==> src/rtl/addsub_pkg.sv <==
// Shared definitions for the bit-serial add/sub cells: FSM state encoding
// and the helper that sizes the bit counter.
package addsub_pkg;

  localparam logic [1:0] ST_IDLE = 2'd0;
  localparam logic [1:0] ST_RUN  = 2'd1;
  localparam logic [1:0] ST_FIN  = 2'd2;

  // Counter must be able to represent WIDTH itself.
  function automatic int cnt_width(input int width);
    return $clog2(width + 1);
  endfunction

endpackage

==> src/rtl/full_add.sv <==
// Combinational 1-bit full adder; the only arithmetic cell of the serial
// add/sub datapaths.
module full_add (
  input  logic A,
  input  logic B,
  input  logic C_I,
  output logic S,
  output logic C_O
);

  assign S   = A ^ B ^ C_I;
  assign C_O = (A & B) | (C_I & (A ^ B));

endmodule

==> src/rtl/serial_adder.sv <==
// Bit-serial ripple adder: one full-adder cell and a carry flop process the
// operands LSB-first, giving {C_O,S} = A + B + C_I after WIDTH RUN cycles.
module serial_adder
  import addsub_pkg::*;
#(
  parameter int WIDTH = 8
) (
  input  logic             CLK,
  input  logic             RST_N,
  input  logic             START,
  input  logic [WIDTH-1:0] A,
  input  logic [WIDTH-1:0] B,
  input  logic             C_I,
  output logic             BUSY,
  output logic             DONE,
  output logic [WIDTH-1:0] S,
  output logic             C_O
);

  localparam int             CW       = cnt_width(WIDTH);
  localparam logic [CW-1:0]  LAST_BIT = CW'(WIDTH - 1);

  logic [1:0]       state_reg;
  logic [1:0]       state_next;
  logic [WIDTH-1:0] a_reg;
  logic [WIDTH-1:0] b_reg;
  logic [WIDTH-1:0] s_reg;
  logic             carry_reg;
  logic             c_o_reg;
  logic [CW-1:0]    cnt_reg;

  logic             cell_s;
  logic             cell_c;
  logic             accept;
  logic             last_edge;

  full_add u_cell (
    .A   (a_reg[0]),
    .B   (b_reg[0]),
    .C_I (carry_reg),
    .S   (cell_s),
    .C_O (cell_c)
  );

  assign accept    = (state_reg == ST_IDLE) && START;
  assign last_edge = (state_reg == ST_RUN) && (cnt_reg == LAST_BIT);

  always_ff @(posedge CLK) begin
    if (!RST_N) begin
      state_reg <= ST_IDLE;
    end else begin
      state_reg <= state_next;
    end
  end

  always_comb begin
    state_next = state_reg;
    case (state_reg)
      ST_IDLE: if (START)     state_next = ST_RUN;
      ST_RUN:  if (last_edge) state_next = ST_FIN;
      ST_FIN:                 state_next = ST_IDLE;
      default:                state_next = ST_IDLE;
    endcase
  end

  always_comb begin
    BUSY = 1'b0;
    DONE = 1'b0;
    case (state_reg)
      ST_RUN:  BUSY = 1'b1;
      ST_FIN:  DONE = 1'b1;
      default: ;
    endcase
  end

  always_ff @(posedge CLK) begin
    if (!RST_N) begin
      a_reg     <= '0;
      b_reg     <= '0;
      s_reg     <= '0;
      carry_reg <= 1'b0;
      c_o_reg   <= 1'b0;
      cnt_reg   <= '0;
    end else if (accept) begin
      a_reg     <= A;
      b_reg     <= B;
      carry_reg <= C_I;
      cnt_reg   <= '0;
    end else if (state_reg == ST_RUN) begin
      a_reg     <= a_reg >> 1;
      b_reg     <= b_reg >> 1;
      s_reg     <= {cell_s, s_reg[WIDTH-1:1]};
      carry_reg <= cell_c;
      cnt_reg   <= cnt_reg + CW'(1);
      // Latch carry-out as FIN is entered so it is valid alongside DONE.
      if (last_edge) begin
        c_o_reg <= cell_c;
      end
    end
  end

  assign S   = s_reg;
  assign C_O = c_o_reg;

endmodule

==> config.mk <==
export PLATFORM = sky130hd
export DESIGN_NAME = serial_adder
export DESIGN_NICKNAME = d
export VERILOG_FILES = /design/src/rtl/addsub_pkg.sv /design/src/rtl/full_add.sv /design/src/rtl/serial_adder.sv
export SDC_FILE = /design/constraint.sdc
export NUM_CORES = 1
export LEC_CHECK = 0
export BUFFER_PORTS_ARGS = -buffer_cell sky130_fd_sc_hd__buf_2
export CAP_MARGIN = 20
export CELL_PAD_IN_SITES_DETAIL_PLACEMENT = 2
export CELL_PAD_IN_SITES_GLOBAL_PLACEMENT = 2
export CORE_ASPECT_RATIO = 1.75
export CORE_UTILIZATION = 27
export CTS_CLUSTER_SIZE = 8
export DETAILED_ROUTE_END_ITERATION = 8
export PLACE_DENSITY_LB_ADDON = 0.1
export SYNTH_ARGS = -nofsm -noshare
export SYNTH_HDL_FRONTEND = slang
export SYNTH_SLANG_ARGS = --single-unit
==> constraint.sdc <==
create_clock -name CLK -period 1.4 [get_ports CLK]
set_clock_uncertainty 0.05 [all_clocks]
set_input_delay 0.42 -clock CLK [delete_from_list [all_inputs] [get_ports CLK]]
set_output_delay 0.42 -clock CLK [all_outputs]
set_load 0.1 [all_outputs]
* After elaboration in Yosys (flattened, before gate mapping)
Index checks and enable logic that the tools add are counted.
Operators by class: add/sub/neg operators 1, equality and inequality tests 5, multiplexer cells 11, bitwise operators 7, reductions and logical operators 8
Operators with widths (number):
- $mux W8 | 4
- $add A4 B1 Y4 const B | 1
- $eq A4 B3 Y1 const B | 1
- $mux W1 | 4
- $mux W2 | 2
- $ne A2 B2 Y1 const B | 2
- $pmux W2 S2 | 1
- $reduce_and A2 Y1 | 2
- $reduce_and A3 Y1 | 1
- $and A1 B1 Y1 | 2
- $eq A2 B1 Y1 const B | 1
- $eq A2 B2 Y1 const B | 1
- $logic_and A1 B1 Y1 | 2
- $logic_not A2 Y1 | 1
- $not A1 Y1 | 2
- $reduce_bool A2 Y1 | 1
- $reduce_or A2 Y1 | 1
- $xor A1 B1 Y1 | 2
- $or A1 B1 Y1 | 1
Storage, ports and cells: flip-flop bits (word level) 32, input port bits 20, output and inout bits 11, logic and storage cells 39

* Longest topological paths before layout
Gate-level depths: netlist (run 1).
word-level depth 5, mapped depth 7, mapped depth without buffers 4

* By module
Synthesis (run 1) repeated with hierarchy kept, for this count alone.
Second synthesis, totals: cell total of the unflattened synthesis 166, area total of the unflattened synthesis 1473.9 um2
By module, submodules not included:
- serial_adder | times used 1, cells each 165, area an instance 1453.9 um2, sequential area each 640.6 um2
- full_add | times used 1, cells each 1, area an instance 20.0 um2, sequential area each 0.0 um2

* Worst setup path before layout (run 1)
No wires, ideal clock.
kind register to output, start point reg state_reg[1], end point out DONE, arrival 1.712 ns, data required time 0.930 ns, setup slack -0.782 ns, cell stages (with the launch flop) 3, buffers on the path 0, path through dfxtp_1 inv_1 nor2_1
Between the ends: word-level cells in the longest chain between the ends 2
RTL lines:
- start, declared | line serial_adder.sv:23 | logic [1:0] state_reg;
- start signal, assigned | line serial_adder.sv:52 | state_reg <= state_next;
- $eq A2 B2 Y1 | line serial_adder.sv:69 | case (state_reg)
- $mux W1 | line serial_adder.sv:69
- end, declared | line serial_adder.sv:15 | output logic DONE,
Every way passes these cells.

* Final worst setup path (run 1)
start point reg state_reg[1], end point out BUSY
Between the ends: word-level cells in the longest chain between the ends 2
RTL lines:
- $eq A2 B1 Y1 | line serial_adder.sv:69
- $mux W1 | line serial_adder.sv:69
- end, declared | line serial_adder.sv:14 | output logic BUSY,
Every way passes these cells.

==> impl_metrics.tcl, run 1 <==
set metrics [dict create \
    die-area_mm2 0.00533 \
    antenna_found_initial 0 \
    final_common_cell "nand2_1" \
    first_pass_iters 3 \
    wl_um 3800 \
    hp-class "input port to register" \
    reg2reg_depth 6 \
    worstSetupEndpoint "BUSY" \
    grt-ovfl-total 0 \
    io_buffers 30 \
    finalSetupViolations 2 \
    cp-end-kind "output port" \
    drc 0 \
    worstHoldStart "A[7]" \
    cp_num_cells 3 \
    dieHeight_um 95.8 \
    power_density_mw_per_mm2 1170 \
    nets 221 \
    vias 1272 \
    core_area_mm2 0.00475 \
    power_frac_seq_pct 44.7 \
    setup.worst_path.class "register to output port" \
    netSwitchingFraction_pct 27.1 \
    grt_use_total_pct 15.2 \
    violations "negative setup slack" \
    fin_area_mm2 0.00191 \
    layout_worst_path_cycle_share_pct 108 \
    cts_buffer_depth 2 \
    r2r-end "b_reg[4]" \
    finalCriticalPeriod_ps 1520 \
    synth_seq_area_share_pct 47.1 \
    stdcell_count 252 \
    path_clk_slew_ps 70 \
    r2r-start "state_reg[0]" \
    worst_pin_slew_ps 234 \
    viasPerCell 5.05 \
    cts_sinks 32 \
    place_inst 243 \
    fillCellCount 557 \
    clock-root-buffer "clkbuf_8" \
    synthDistinctLibCells 32 \
    crit_family "flip-flops" \
    final_max_slew_viol_count 0 \
    antenna_cells 0 \
    ys_seq_elements 32 \
    rows 33 \
    p_leak_uw 0.000722 \
    slew_headroom_pct 84.4 \
    hold_viol_final 0 \
    yosys_warnings 0 \
    postSynthCellCount 164 \
    p_comb_share_pct 15.4 \
    status "finished, violations left" \
    synth_fp_nets 186 \
    area_growth_pct 40.3 \
    drt-initial-drc-count 8 \
    critical-path-max-stage-delay_ps 360 \
    fmax_mhz 660 \
    p_clk_share_pct 39.9 \
    cp.arrival_ps 1050 \
    drive_above_1_share_pct 32.5 \
    ys_async_sr_fraction_pct 0 \
    start_kind "register" \
    layout_setup_ws_ps -116 \
    cts-hold-fix-buffers 0 \
    cp_slowest_cell "dfxtp_4" \
    grt_max_degree 31 \
    die_w_um 55.6 \
    numCtsBuffers 5 \
    power.switching_uw 606 \
    synth_enable_flop_cells 0 \
    critPathBufInv 2 \
    setup.worst_path.start "state_reg[1]" \
    grt_pass1_vias 1387 \
    synthFlopType "dfxtp_1" \
    most-common-layout-cells "nand2_1 (35), a21oi_1 (25), dfxtp_1 (23), buf_2 (19), buf_12 (12)" \
    path_cells "nand2b_4 -> inv_4 -> buf_12" \
    gp_congestion 0.758 \
    syn_avg_cell_area_um2 8.29 \
    rsz0062_at_grt "yes" \
    reg2reg_slack_ps 10 \
    tritoncts "done" \
    maxCapViolCount 0 \
    grt_pass1_wl_um 6280 \
    start_util_pct 28.6 \
    netlist_area_mm2 0.00136 \
    worstSkewPairLatency_ps 290 \
    hpwl_um 2670 \
    wl_per_cell_um 15.1 \
    cts_htree_levels 2 \
    peakVddDrop_mv 0.805 \
    ioPinCount 31 \
    placed_area_mm2 0.00177 \
    crit_required_ps 930 \
    postRouteAntennaNets 0 \
    p_int_uw 1630 \
    cp_max_fo 6 \
]
worst min-delay path by stage:
stage / to / depth (start not counted) / slack (ps)
2_1_floorplan: a_reg[4] / 2 / 380
3_3_place_gp: a_reg[3] / 2 / 390
3_5_place_dp: a_reg[5] / 2 / 400
4_1_cts: a_reg[7] / 3 / 310
5_1_grt: a_reg[7] / 3 / 330
6_report: a_reg[7] / 3 / 320
cell usage after synthesis (3+ instances only):
cell | number | area, um^2
a21boi_0 | 6 | 45.0
a21boi_1 | 4 | 30.0
a21oi_1 | 25 | 125
buf_2 | 7 | 35.0
clkbuf_1 | 3 | 11.3
dfxtp_1 | 32 | 641
nand2_1 | 35 | 131
nand3_1 | 3 | 15.0
nor2_1 | 6 | 22.5
o21ai_0 | 9 | 45.0
o21ai_1 | 5 | 25.0
worst min-delay path: cells and delay by family:
kind            cells  cell delay (ps)
compound gates      1               50
simple gates        1               50
buf+inv             1               90
metrics by stage:
step                      power, uW  hold WS (ps)  setup WS [ps]  util [%]  setup TNS [ps]
after floorplan                1240           379          -6.02         -           -6.02
after global placement         1350           391          -44.7      37.2            -231
after detailed placement       1360           397          -84.0      37.2            -627
after CTS                      2270           314           -133      40.2            -280
after global routing           2340           330           -145      40.2           -1490
final                          2230           322           -116      40.2            -230
kinds of logic (layout without fill, tap and decap cells):
family                   after synthesis  in the layout  share of synthesized area, %
buffers and inverters                 15             51                          5.89
XOR/XNOR                               2              2                          1.29
multiplexers                           1              1                         0.737
AND/OR/NAND/NOR                       54             54                          17.5
flip-flops                            32             32                          47.1
AO/OA/AOI/OAI                         58             58                          25.0
adder cells (fa/ha/maj)                2              2                          2.39
power groups by stage:
stage	registers [uW]	logic [uW]	clock network [uW]
3_3_place_gp	1020	327	0
4_1_cts	1000	352	920
3_5_place_dp	1020	340	0
5_1_grt	1000	379	953
2_1_floorplan	1040	202	0
6_report	999	344	891
area by class of cell:
type | count | area [um^2] | share of cell area (%)
Clock inverter | 3 | 42.5 | 2.23
Inverter | 3 | 13.8 | 0.722
Multi-Input combinational cell | 117 | 653 | 34.3
Clock buffer | 5 | 68.8 | 3.61
Tap cell | 52 | 65.1 | 3.41
Sequential cell | 32 | 657 | 34.4
Timing Repair Buffer | 40 | 407 | 21.3
routing by layer:
metal / global-route usage (%) / vias up / routed length [um] / share of wire (%)
met4: 5.00 / 0 / 48 / 1.3
met3: 3.36 / 4 / 134 / 3.5
met1: 16.0 / 617 / 1510 / 40
met2: 29.4 / 27 / 2100 / 55
met5: 0 / - / 0 / 0
li1: - / 624 / - / -
timing repair:
action                                  in CTS  in global routing
pin swaps                                    1                  0
resized for setup                            8                  1
buffers inserted                             2                  0
endpoints found under the setup margin       5                 14
Power figures use the tool's default switching activity.
==> run 2, diff against run 1 <==
--- a/config.mk
+++ b/config.mk
@@ -7,13 +7,11 @@
 export LEC_CHECK = 0
 export BUFFER_PORTS_ARGS = -buffer_cell sky130_fd_sc_hd__buf_2
 export CAP_MARGIN = 20
-export CELL_PAD_IN_SITES_DETAIL_PLACEMENT = 2
-export CELL_PAD_IN_SITES_GLOBAL_PLACEMENT = 2
 export CORE_ASPECT_RATIO = 1.75
-export CORE_UTILIZATION = 27
+export CORE_UTILIZATION = 47
 export CTS_CLUSTER_SIZE = 8
 export DETAILED_ROUTE_END_ITERATION = 8
-export PLACE_DENSITY_LB_ADDON = 0.1
+export PLACE_DENSITY = 0.74
 export SYNTH_ARGS = -nofsm -noshare
 export SYNTH_HDL_FRONTEND = slang
 export SYNTH_SLANG_ARGS = --single-unit
==> run 2 against run 1 <==
Sequential share of layout area fell by 1.8 points. Largest cell class is now multi-input combinational cells. Hold slack improved by 8.9 ps. Critical path depth stayed put. The flow still finishes with violations (negative setup slack). Global-route usage grew 6.3 points. Largest power group unchanged. Cell area increased by 5.6%. Clock power increased by 10%. Utilization is 34 points higher. Sequential cell count is the same. Wire length decreased by 8.9%.
==> impl_metrics.tcl, run 2 (synthesized netlist as in run 1, its figures left out) <==
set metrics [dict create \
    status "finished, violations left" \
    violations "negative setup slack" \
    critPathBufInv 2 \
    critical-path-max-stage-delay_ps 350 \
    regArea_um2 657 \
    most-common-layout-cells "nand2_1 (35), dfxtp_1 (23), a21oi_1 (23), buf_2 (19), buf_12 (12)" \
    start_kind "register" \
    gp_congestion 0.743 \
    vias 1317 \
    cp_slowest_cell "dfxtp_4" \
    fmax_mhz 660 \
    cp_max_fo 3 \
    antenna_found_initial 0 \
    first_pass_iters 4 \
    postRouteAntennaNets 0 \
    grt_pass1_wl_um 4930 \
    path_clk_slew_ps 70 \
    nets 224 \
    final_max_slew_viol_count 0 \
    die-area_mm2 0.00312 \
    numCtsBuffers 5 \
    die_w_um 42.6 \
    cts-hold-fix-buffers 0 \
    wl_um 3460 \
    finalCriticalPeriod_ps 1510 \
    worst_pin_slew_ps 223 \
    cts_sinks 32 \
    antenna_cells 0 \
    p_leak_uw 0.000775 \
    cts_buffer_depth 2 \
    io_buffers 30 \
    hpwl_um 2040 \
    maxCapViolCount 0 \
    final_core_util_pct 74.0 \
    cp.arrival_ps 1040 \
    multi_input_area_um2 726 \
    wl_per_cell_um 15.0 \
    drive_above_1_share_pct 38.9 \
    clock-root-buffer "clkbuf_8" \
    peakVddDrop_mv 1.03 \
    drt-initial-drc-count 27 \
    drc 0 \
    grt_pass1_vias 1171 \
    core_area_mm2 0.00272 \
    power_density_mw_per_mm2 1180 \
    path_cells "nand2b_4 -> inv_4 -> buf_12" \
    hp-class "input port to register" \
    layout_worst_path_cycle_share_pct 108 \
    tritoncts "done" \
    grt_use_total_pct 21.5 \
    cts_htree_levels 2 \
    cp-end-kind "output port" \
    rsz0062_at_grt "yes" \
    final_common_cell "nand2_1" \
    fillCellCount 189 \
    grt-ovfl-total 0 \
    crit_required_ps 930 \
    start_util_pct 49.9 \
    pre_cts_ws_ps -43.5 \
    finalSetupViolations 15 \
    area_growth_pct 48.3 \
    rows 25 \
    layout_setup_ws_ps -114 \
    grt_max_degree 31 \
    crit_family "flip-flops" \
    ioPinCount 31 \
    worstSkewPairLatency_ps 290 \
    dieHeight_um 73.1 \
    viasPerCell 5.73 \
    setup.worst_path.class "register to output port" \
    hold_viol_final 0 \
    slew_headroom_pct 85.1 \
]
[run 2: cell type report]
class	count	share of cell area (%)
Tap cell	27	1.68
Inverter	3	0.683
Clock inverter	1	1.49
Clock buffer	7	4.78
Multi-Input combinational cell	117	36.0
Sequential cell	32	32.6
Timing Repair Buffer	43	22.7
[run 2: what timing repair did]
action,in CTS,in global routing
setup buffers,2,0
pin swaps,1,0
endpoints found under the setup margin,2,16
gates cloned,0,2
resized for setup,12,21
[run 2: per-stage QoR]
stage | hold WS [ps] | cells | total power [uW] | cell area, um^2 | TNS [ps]
2_1_floorplan | 379 | 164 | 1240 | 1390 | -6.02
3_3_place_gp | 385 | 218 | 1330 | 1740 | -5.07
3_5_place_dp | 400 | 218 | 1340 | 1740 | -150
4_1_cts | 330 | 228 | 2310 | 1900 | -224
5_1_grt | 326 | 230 | 2460 | 2010 | -940
6_report | 331 | 230 | 2380 | 2010 | -485
[run 2: metal layers]
metal | routed length (um) | track usage, % | vias to the layer above
li1 | - | - | 633
met1 | 1270 | 21.9 | 619
met2 | 1950 | 38.2 | 56
met3 | 151 | 5.94 | 9
met4 | 88 | 12.2 | 0
met5 | 0 | 0 | -
[run 2: worst min-delay path: stages]
cell      delay [ps]
buf_2            100
nand2_1           50
a21boi_1          50
[run 2: path summary, 6_finish.rpt]
| path | from | endpoint | slack [ps] | cells past startpoint |
|---|---|---|---|---|
| min | A[7] | a_reg[7] | 330 | 3 |
| max | state_reg[1] | BUSY | -110 | 3 |
| max reg2reg | state_reg[1] | b_reg[7] | -40 | 5 |
| min reg2reg | a_reg[4] | a_reg[3] | 420 | 2 |
[run 2: power breakdown]
part	internal, uW	leakage (uW)	switching (uW)
clock network	628	0.0000645	352
logic	170	0.000444	227
registers	962	0.000267	38.4
total	1760	0.000775	618
==> run 3, diff against run 2 <==
==> constraint.sdc (replaced) <==
create_clock -name CLK -period 1.4 [get_ports CLK]
set_clock_uncertainty 0.05 [all_clocks]
set_input_delay 0.21 -clock CLK [delete_from_list [all_inputs] [get_ports CLK]]
set_output_delay 0.21 -clock CLK [all_outputs]
set_load 0.1 [all_outputs]
==> run 3 against run 2 <==
The flow now finishes without violations. Final cell count fell by 0.43%. Die area is the same. Largest power group unchanged. Sequential cell count stayed put. Hold slack worse by 210 ps. Clock-buffer cell count fell by 1. Worst setup slack improved by 150 ps. Global-route usage decreased by 0.21 points. Non-clock buffer count down 1. Wire length down 14%. Register-to-register slack gained 160 ps. Clock power down 26%. Utilization shrank 11 points.
==> impl_metrics.tcl, run 3 (synthesized netlist as in run 1, its figures left out) <==
set metrics [dict create \
    fin_area_mm2 0.00171 \
    hp-class "input port to register" \
    crit_required_ps 1140 \
    drt-initial-drc-count 44 \
    fmax_mhz 734 \
    cp_slowest_cell "dfxtp_2" \
    fillCellCount 247 \
    hold_viol_final 0 \
    p_leak_uw 0.000698 \
    clock-root-buffer "clkbuf_8" \
    tritoncts "done" \
    drc 0 \
    drive_above_1_share_pct 29.7 \
    cp-end-kind "output port" \
    hold_slack_ps 124 \
    layout_worst_path_cycle_share_pct 97.3 \
    start_kind "register" \
    wl_per_cell_um 13.0 \
    core_area_mm2 0.00272 \
    power_density_mw_per_mm2 1190 \
    cts_sinks 32 \
    die-area_mm2 0.00312 \
    placed_area_mm2 0.00157 \
    peakVddDrop_mv 1.01 \
    cp_max_fo 4 \
    final_common_cell "nand2_1" \
    maxCapViolCount 0 \
    worstSkewPairLatency_ps 280 \
    numCtsBuffers 5 \
    final_max_slew_viol_count 0 \
    rows 25 \
    cts_buffer_depth 2 \
    vias 1257 \
    cts-hold-fix-buffers 0 \
    grt_pass1_wl_um 4950 \
    most-common-layout-cells "nand2_1 (35), dfxtp_1 (31), buf_2 (28), a21oi_1 (25), buf_4 (11)" \
    gp_congestion 0.737 \
    io_buffers 30 \
    rsz0062_at_grt "no" \
    start_util_pct 49.9 \
    cts_htree_levels 2 \
    grt-ovfl-total 0 \
    final_core_util_pct 62.9 \
    finalSetupViolations 0 \
    grt_max_degree 31 \
    area_growth_pct 26.0 \
    die_w_um 42.6 \
    hpwl_um 2080 \
    worst_pin_slew_ps 484 \
    slew_headroom_pct 68.0 \
    power_uw 2040 \
    dieHeight_um 73.1 \
    path_clk_slew_ps 70 \
    postRouteAntennaNets 0 \
    wl_um 2980 \
    grt_use_total_pct 21.3 \
    tns_ps 0 \
    critical-path-max-stage-delay_ps 330 \
    grt_pass1_vias 1216 \
    antenna_cells 0 \
    first_pass_iters 4 \
    cp.arrival_ps 1100 \
    nets 223 \
    finalCriticalPeriod_ps 1360 \
    critPathBufInv 2 \
    viasPerCell 5.49 \
    antenna_found_initial 0 \
    setup.worst_path.class "register to output port" \
    ioPinCount 31 \
    path_cells "nand2b_2 -> inv_4 -> buf_12" \
    status "completed" \
    crit_family "flip-flops" \
]
run 3: changes by cell type in the layout (fill, tap and decap cells not counted), sizes merged:
cell    change
clkbuf      -2
clkinv      +2
bufinv      -1
run 3: path summary, 6_finish.rpt:
check	start	to	slack, ps	depth (start not counted)
worst max-delay path	state_reg[1]	BUSY	40	3
worst min register to register	b_reg[4]	b_reg[3]	410	2
worst max register to register	state_reg[1]	S[2]	120	6
worst min-delay path	A[7]	a_reg[7]	120	3
run 3: cell type report:
class	instances	area [um^2]	area share [%]
clock buffer	6	82.6	4.82
clock inverter	2	10.0	0.585
inverter	3	18.8	1.10
multi-input combinational	117	651	38.0
sequential	32	642	37.5
tap	27	33.8	1.97
timing repair buffer	42	274	16.0
run 3: worst min-delay path, cell delays in order:
cell and delay (ps):
buf_2 100, nand2_1 50, a21boi_1 50
run 3: what timing repair did:
item / 4_1_cts / 5_1_grt
setup endpoints to repair: 5 / 2
gates resized for setup: 5 / 4
pin swaps: 1 / 1
buffers inserted: 2 / 2
run 3: report_power, final:
| part | internal [uW] | switching (uW) | total [uW] |
|---|---|---|---|
| Combinational | 124 | 192 | 316 |
| Sequential | 964 | 33.7 | 997 |
| Clock | 392 | 335 | 727 |
run 3: metrics by stage:
stage	cells	setup WS (ps)
after global routing	229	1.23
after detailed placement	217	-23.0
final	229	37.2
after floorplan	164	-116
after global placement	217	6.64
after CTS	227	21.1
run 3: layer usage:
metal,up-vias,global-route usage [%],routed length [um]
li1,629,-,-
met1,583,22.0,1150
met2,36,35.7,1580
met3,9,6.44,132
met4,0,14.9,110
met5,-,0,0
